File: config.mk
export PLATFORM = sky130hd
export DESIGN_NAME = booth_sched
export DESIGN_NICKNAME = d
export VERILOG_FILES = /design/src/rtl/booth_sched.sv
export SDC_FILE = /design/constraint.sdc
export NUM_CORES = 2
export LEC_CHECK = 0
export ABC_AREA = 1
export CAP_MARGIN = 20
export CORE_AREA = 2 2 749 751
export DETAILED_ROUTE_END_ITERATION = 7
export DIE_AREA = 0 0 751 753
export GPL_ROUTABILITY_DRIVEN = 0
export GPL_TIMING_DRIVEN = 0
export PLACE_DENSITY = 0.3
export SKIP_LAST_GASP = 1
export SYNTH_ARGS = -nofsm -noshare
export SYNTH_HDL_FRONTEND = slang
export SYNTH_SLANG_ARGS = --single-unit
File: constraint.sdc
create_clock -name clk -period 51.9 [get_ports clk]
set_clock_uncertainty 0.15 [all_clocks]
set_input_delay 10.38 -clock clk [delete_from_list [all_inputs] [get_ports clk]]
set_output_delay 10.38 -clock clk [all_outputs]
set_load 0.03 [all_outputs]
File: src/rtl/booth_sched.sv
// Two-requester round-robin front end for a shared multi-cycle Booth multiplier core.
// One request in flight at a time; a watchdog aborts a hung core with rsp_err.
module booth_sched #(
  parameter int WIDTH   = 192,
  parameter int TIMEOUT = 255
) (
  input  logic                 clk,
  input  logic                 rst,
  input  logic                 req0_valid,
  output logic                 req0_ready,
  input  logic [WIDTH-1:0]     req0_a,
  input  logic [WIDTH-1:0]     req0_b,
  input  logic                 req1_valid,
  output logic                 req1_ready,
  input  logic [WIDTH-1:0]     req1_a,
  input  logic [WIDTH-1:0]     req1_b,
  output logic                 rsp0_valid,
  input  logic                 rsp0_ready,
  output logic                 rsp1_valid,
  input  logic                 rsp1_ready,
  output logic [2*WIDTH-1:0]   rsp_c,
  output logic                 rsp_err,
  output logic                 mul_start,
  output logic [WIDTH-1:0]     mul_a,
  output logic [WIDTH-1:0]     mul_b,
  input  logic                 mul_done,
  input  logic [2*WIDTH-1:0]   mul_c,
  output logic                 busy
);

  typedef enum logic [1:0] {IDLE, ISSUE, BUSY, RESP} state_t;

  state_t     state, state_next;
  logic       owner;      // requester whose operands are in flight
  logic       prio;       // requester that wins a tie
  logic [7:0] wdog;
  logic       grant0, grant1;
  logic       accept0, accept1;
  logic       rsp_take;
  logic       timed_out;

  assign grant0 = req0_valid & (~req1_valid | ~prio);
  assign grant1 = req1_valid & (~req0_valid | prio);

  assign req0_ready = (state == IDLE) & grant0;
  assign req1_ready = (state == IDLE) & grant1;
  assign accept0    = req0_valid & req0_ready;
  assign accept1    = req1_valid & req1_ready;

  assign rsp0_valid = (state == RESP) & ~owner;
  assign rsp1_valid = (state == RESP) & owner;
  assign rsp_take   = (rsp0_valid & rsp0_ready) | (rsp1_valid & rsp1_ready);

  assign mul_start  = (state == ISSUE);
  assign busy       = (state != IDLE);
  assign timed_out  = (wdog == 8'(TIMEOUT));

  always_comb begin
    state_next = state;
    case (state)
      IDLE:    if (accept0 | accept1) state_next = ISSUE;
      ISSUE:   state_next = BUSY;
      BUSY:    if (mul_done | timed_out) state_next = RESP;
      RESP:    if (rsp_take) state_next = IDLE;
      default: state_next = IDLE;
    endcase
  end

  always_ff @(posedge clk or posedge rst) begin
    if (rst) begin
      state <= IDLE;
    end else begin
      state <= state_next;
    end
  end

  always_ff @(posedge clk or posedge rst) begin
    if (rst) begin
      owner   <= 1'b0;
      prio    <= 1'b0;
      wdog    <= 8'd0;
      mul_a   <= '0;
      mul_b   <= '0;
      rsp_c   <= '0;
      rsp_err <= 1'b0;
    end else begin
      case (state)
        IDLE: begin
          if (accept0) begin
            owner <= 1'b0;
            prio  <= 1'b1;
            mul_a <= req0_a;
            mul_b <= req0_b;
          end else if (accept1) begin
            owner <= 1'b1;
            prio  <= 1'b0;
            mul_a <= req1_a;
            mul_b <= req1_b;
          end
        end
        ISSUE: wdog <= 8'd1;
        BUSY: begin
          // a completion in the same cycle as the timeout still wins
          if (mul_done) begin
            rsp_c   <= mul_c;
            rsp_err <= 1'b0;
          end else if (timed_out) begin
            rsp_c   <= '0;
            rsp_err <= 1'b1;
          end else begin
            wdog <= wdog + 8'd1;
          end
        end
        default: ;
      endcase
    end
  end

endmodule

==> metrics <==
status finished clean; Die ar. 0.5655 mm2; simple-gate portion of the synthesized area 0.2499; Mean Syn Cell Area 8.460 um2; Static Leak 26.56 nW; pre-CTS setup slack 27300 ps; Yosys reg bits 781; post-synthesis sequential area ratio 0.6032; Synth warnings 0; Crit Path Class primary input to output port; Post-Route WL 452.5 mm; Vias/cell 2.869; CTS sink cnt 781; max_slew headroom 0.01884; Root Driver clkbuf_16; Clock Path Buffers 4; I/O pin count 1934; Avg WL per Cell 33.19 um; Syn Nets 4994; Power Internal 0.002195 W; Mapped Cells 3830; combinational family with the most area after synthesis simple AND/OR/NAND/NOR gates; nets 7105; Total Neg Setup Slack 0 ps; Crit. Startpoint req1_valid; XOR/XNOR share of the synthesized area 0.0002703; final slew viol count 0; clk_lat worst skew 860 ps; mux share of post-synthesis cell area 0; Routed Antenna Nets 0; post-placement cell area 0.06194 mm2; Mapped Area 0.03240 mm2; Worst-Margin Slew 1456 ps; synthesis-to-finish area growth 104.6%; Starting Density 0.05802; CTS Hold Bufs 0; total congestion overflow 0; switch share 0.5342; Reg2Reg Setup Slack 47640 ps; Chip Height 753 um; Worst setup EP type output port; overall power 0.004712 W; RSZ-0062 raised after global routing false; detailed-route DRC error count 0; Post-Synth Adder-Cell Area 0.001931; setup bufs post-CTS 0; Final Cell Area 0.06630 mm2; sequential power share 0.252; asr flop ratio synth 1.000; CP required 41370 ps; first-pass GRT wire length 537.5 mm; TritonCTS Buffers 120; Critical R2R Launch state[0]; Synth Flop Type dfrtp_1; Max H-tree Level 3; setup slack after layout 27660 ps; drt pass-1 iters 5; number of global-route vias before repair 38487; vias post-DR 39123; # setup viols final 0; Max VDD drop 0.02755 mV; crit path to req1_ready; Logic pwr share 0.562; worst r2r path cells 9; Psw 0.002517 W; layout cells sized above 1 0.06694; largest net degree at the start of global routing 102; Synth Area in Compound Gates 0.1007; nature of the critical path startpoint primary input; core box area 0.5584 mm2; Worst EP arrival 13710 ps; clock network fraction of total power 0.187; PwrDens 71.08 mW/mm2; period utilization 0.4671; Final Hold Viols 0; CTS tree yes; initial antenna violation count 320; Detailed Place HPWL 402.3 mm; Yosys cell types 23; Critical Path Fanout Max 10; Util after Layout 0.1187; Max Clk Rate 41.25 MHz; Cell Rows 275; port bufs 1933; CTS clk-pin slew, worst paths 50 ps; max_cap viols 0; Reg2Reg Capture Point mul_b[168]; DRT iter0 DRCs 3927; chip width 751 um; Post-synth EDFFs 0; Tmin final 24240 ps; GRT Resource Usage Total 0.1535; Min-Delay Path Class register to register; cts repair resizes 0
-- cell type report --
class                   instances  area, um2
fillers                     64365     492100
repair buffers               1989      20170
flip-flops and latches        781      19540
multi-input cells            2782      11430
well taps                    7479       9358
clock buffers                 174       3548
plain buffers                 244       1348
clock inverters                42      500.5
diodes                        121      302.8
inverters                      23      93.84
-- cells in the mapped netlist (2+ instances only) --
library cell	instances	share of area
buf_4	2	0.00046
o21ai_0	616	0.095
nand3_1	70	0.011
nand4_1	2	0.00039
inv_2	4	0.00046
buf_1	7	0.00081
ha_1	5	0.0019
nor2_1	334	0.039
buf_2	95	0.015
nand2_1	1713	0.20
dfrtp_1	781	0.60
inv_1	19	0.0022
o21ai_1	30	0.0046
clkbuf_1	100	0.012
nand2_2	5	0.00097
buf_6	40	0.014
-- worst min path at each step --
| stage | to | cells after the start | from |
|---|---|---|---|
| 6_report | rsp_c[133] | 2 | rsp_c[133] |
| 5_1_grt | rsp_c[130] | 2 | rsp_c[130] |
| 4_1_cts | rsp_c[132] | 2 | rsp_c[132] |
| 3_5_place_dp | rsp_c[132] | 2 | rsp_c[132] |
| 3_3_place_gp | rsp_c[130] | 2 | rsp_c[130] |
| 2_1_floorplan | wdog[5] | 2 | wdog[5] |
-- logic make-up after synthesis --
| kind of cell | count (synthesis) |
|---|---|
| AND/OR/NAND/NOR | 2127 |
| flip-flops | 781 |
| AO/OA/AOI/OAI | 649 |
| XOR/XNOR | 1 |
| buffers and inverters | 267 |
| adder cells (fa/ha/maj) | 5 |
-- layout by cell type (no fill, tap or decap), drive strengths merged, types with 2 or more instances in the layout --
cell,instances
buf,199
nand2,1718
dfrtp,781
clkdlybuf4s50,1933
o21ai,646
bufinv,9
clkbuf,275
inv,27
clkinvlp,7
nand3,70
clkinv,22
nand4,2
a21oi,2
ha,5
diode,121
nor2,335
-- power groups by stage --
stage	Combinational, W	Sequential [W]	Clock (W)
after floorplan	0.000487	0.00161	0
after global placement	0.00265	0.00119	0
after detailed placement	0.00268	0.00119	0
after CTS	0.00269	0.00118	0.000915
after global routing	0.00281	0.00122	0.000928
final	0.00265	0.00119	0.000879
-- per-stage QoR --
step / hold WS (ps) / instances
after floorplan: 320.8 / 3830
after global placement: 307.0 / 13242
after detailed placement: 307.2 / 13297
after CTS: 321.8 / 13513
after global routing: 331.9 / 13574
final: 319.0 / 13635
-- sequential cells by signal (all words and copies together), names as in the netlist --
register  count
rsp_c       384
mul_a       192
mul_b       192
wdog          8
state         2
owner         1
prio          1
rsp_err       1
-- per-layer routing --
metal	global-route usage	up-vias	part of all wire
li1	-	16580	-
met1	0.1862	19131	0.41
met2	0.2139	2646	0.40
met3	0.1135	608	0.17
met4	0.03309	158	0.023
met5	0.009771	-	0.0037
-- worst max-delay path, stage by stage --
cell and delay [ps]:
clkdlybuf4s50_1 540, nand2_1 100, inv_1 90, nand2_1 170, inv_2 510, clkbuf_1 690
clkdlybuf4s50_1 1170
Note: power is estimated with default switching activity, not from simulation.
==> variant (config.mk and constraints unchanged) <==
The parameter `WIDTH` goes from 192 to 96.
--- a/src/rtl/booth_sched.sv
+++ b/src/rtl/booth_sched.sv
@@ -3,3 +3,3 @@
 module booth_sched #(
-  parameter int WIDTH   = 192,
+  parameter int WIDTH   = 96,
   parameter int TIMEOUT = 255
Interface: changed (8 resized); port bits go from 1934 to 974. The function was not compared with the original's and may differ.
==> variant against the original RTL <==
Sequential cell count decreased by 384. Combinational power decreased by 57%. Routed wire length decreased by 68%. Design area decreased by 42%. Die area unchanged. Synthesized area decreased by 49%. Worst setup slack improved by 0.40 ns. Total power decreased by 54%. Critical endpoint is now req0_ready. Largest cell class unchanged. Highest routed layer unchanged.
==> variant: results <==
export IMPL_use_met3_pct=2.24
export IMPL_dp_slack_ns=27.78
export IMPL_tightest_slew_ns=1.19
export IMPL_nNetsFinal=3629
export IMPL_clk_latency_ns=0.76
export IMPL_outcome="finished clean"
export IMPL_numPortBuffers=973
export IMPL_r2r_end="mul_b[9]$_DFFE_PP0P_"
export IMPL_p_int_w=0.00113
export IMPL_top_regs="rsp_c: 192 flops, mul_a: 96 flops, mul_b: 96 flops"
export IMPL_synth_fa_ha_area_share_pct=0.377
export IMPL_cp_max_fo=14
export IMPL_routedWlPerCell_um=13.6
export IMPL_r2r_slack_ns=48.37
export IMPL_synth_common_cells="948 x nand2_1, 397 x dfrtp_1, 230 x o21ai_0"
export IMPL_finalCriticalPeriod_ns=23.85
export IMPL_grtUsageMet2_pct=8.22
export IMPL_crit_end="req0_ready"
export IMPL_dpl_hpwl_um=118000
export IMPL_final_layout_size_suffix_gt1_share_pct=7.48
export IMPL_post_cts_resized=0
export IMPL_syn_num_nets=2564
export IMPL_hold_worst_slack_ns=0.316
export IMPL_vias=17700
export IMPL_antenna_found_initial=61
export IMPL_dr_pass1_iters=5
export IMPL_hold_path_startpoint="rsp_c[176]$_DFFE_PP0P_"
export IMPL_slowest_delay_ns=0.73
export IMPL_cp_data_arrival_time_ns=13.32
export IMPL_grt_max_degree=96
export IMPL_numCtsBuffers=70
export IMPL_cts_setup_buffers=0
export IMPL_grtUsageTotal_pct=4.96
export IMPL_grt_pass1_vias=18800
export IMPL_yosysSeqAreaShare_pct=59.9
export IMPL_p_leak_nw=13.8
export IMPL_synth_xor_area_share_pct=0.0528
export IMPL_first_iter_violations=821
export IMPL_synth_area_top_cells="dfrtp_1 60%, nand2_1 21%, o21ai_0 6.9%, nor2_1 3.2%, buf_2 2.3%"
export IMPL_ff2ff_path_depth=8
export IMPL_startpoint="req0_valid"
export IMPL_holdPathEnd="rsp_c[176]$_DFFE_PP0P_"
export IMPL_grt_pass1_wl_um=186000
export IMPL_hp_class="flop to flop"
export IMPL_synth_compound_area_share_pct=8.03
export IMPL_peakVddDrop_mv=0.0240
export IMPL_use_met1_pct=5.73
export IMPL_fillers=65600
[variant: changes by cell type in the layout (fill, tap and decap cells not counted), sizes merged, moves of 102 or more]
cell / unedited run / this run
o21ai: 646 / 262
clkbuf: 275 / 120
diode: 121 / 19
clkdlybuf4s50: 1933 / 973
nor2: 335 / 143
nand2: 1718 / 950
dfrtp: 781 / 397
[variant: stage by stage]
stage          cell area (µm²)  power (W)  std cells  util [%]
4_1_cts                  38300    0.00226      10600      6.86
3_3_place_gp             35700    0.00173      10400      6.39
5_1_grt                  38300    0.00233      10600      6.87
3_5_place_dp             36100    0.00174      10400      6.47
2_1_floorplan            16600    0.00106       1976         -
6_report                 38400    0.00216      10600      6.87
[variant: cell families after synthesis]
group | count (synthesis)
AND/OR/NAND/NOR | 1167
flip-flops | 397
AO/OA/AOI/OAI | 265
buffers and inverters | 141
adder cells (fa/ha/maj) | 5
XOR/XNOR | 1
[variant: power groups by stage]
stage	Combinational (W)	Sequential, W	Clock (W)
2_1_floorplan	0.000254	0.000809	0
3_3_place_gp	0.00118	0.000545	0
3_5_place_dp	0.00120	0.000544	0
4_1_cts	0.00120	0.000542	0.000517
5_1_grt	0.00125	0.000559	0.000523
6_report	0.00114	0.000540	0.000481
[variant: final cells by class]
class	instances	area share [%]
diodes	19	0.124
plain buffers	118	1.77
clock buffers	97	5.19
clock inverters	24	0.580
inverters	23	0.245
multi-input cells	1438	15.4
flip-flops and latches	397	25.9
well taps	7479	24.4
repair buffers	993	26.4
[variant: worst max-delay path, delay by kind of cell]
family	cells	cell delay, ns
buffers and inverters	4	2.22
AOI/OAI and AO/OA	1	0.57
and+or+nand+nor	1	0.08
[variant: metal layers]
metal / share of wire (%) / up-vias
met5: 0.11 / -
met4: 2.5 / 24
met3: 9.8 / 152
met2: 47 / 681
met1: 40 / 8433
li1: - / 8430
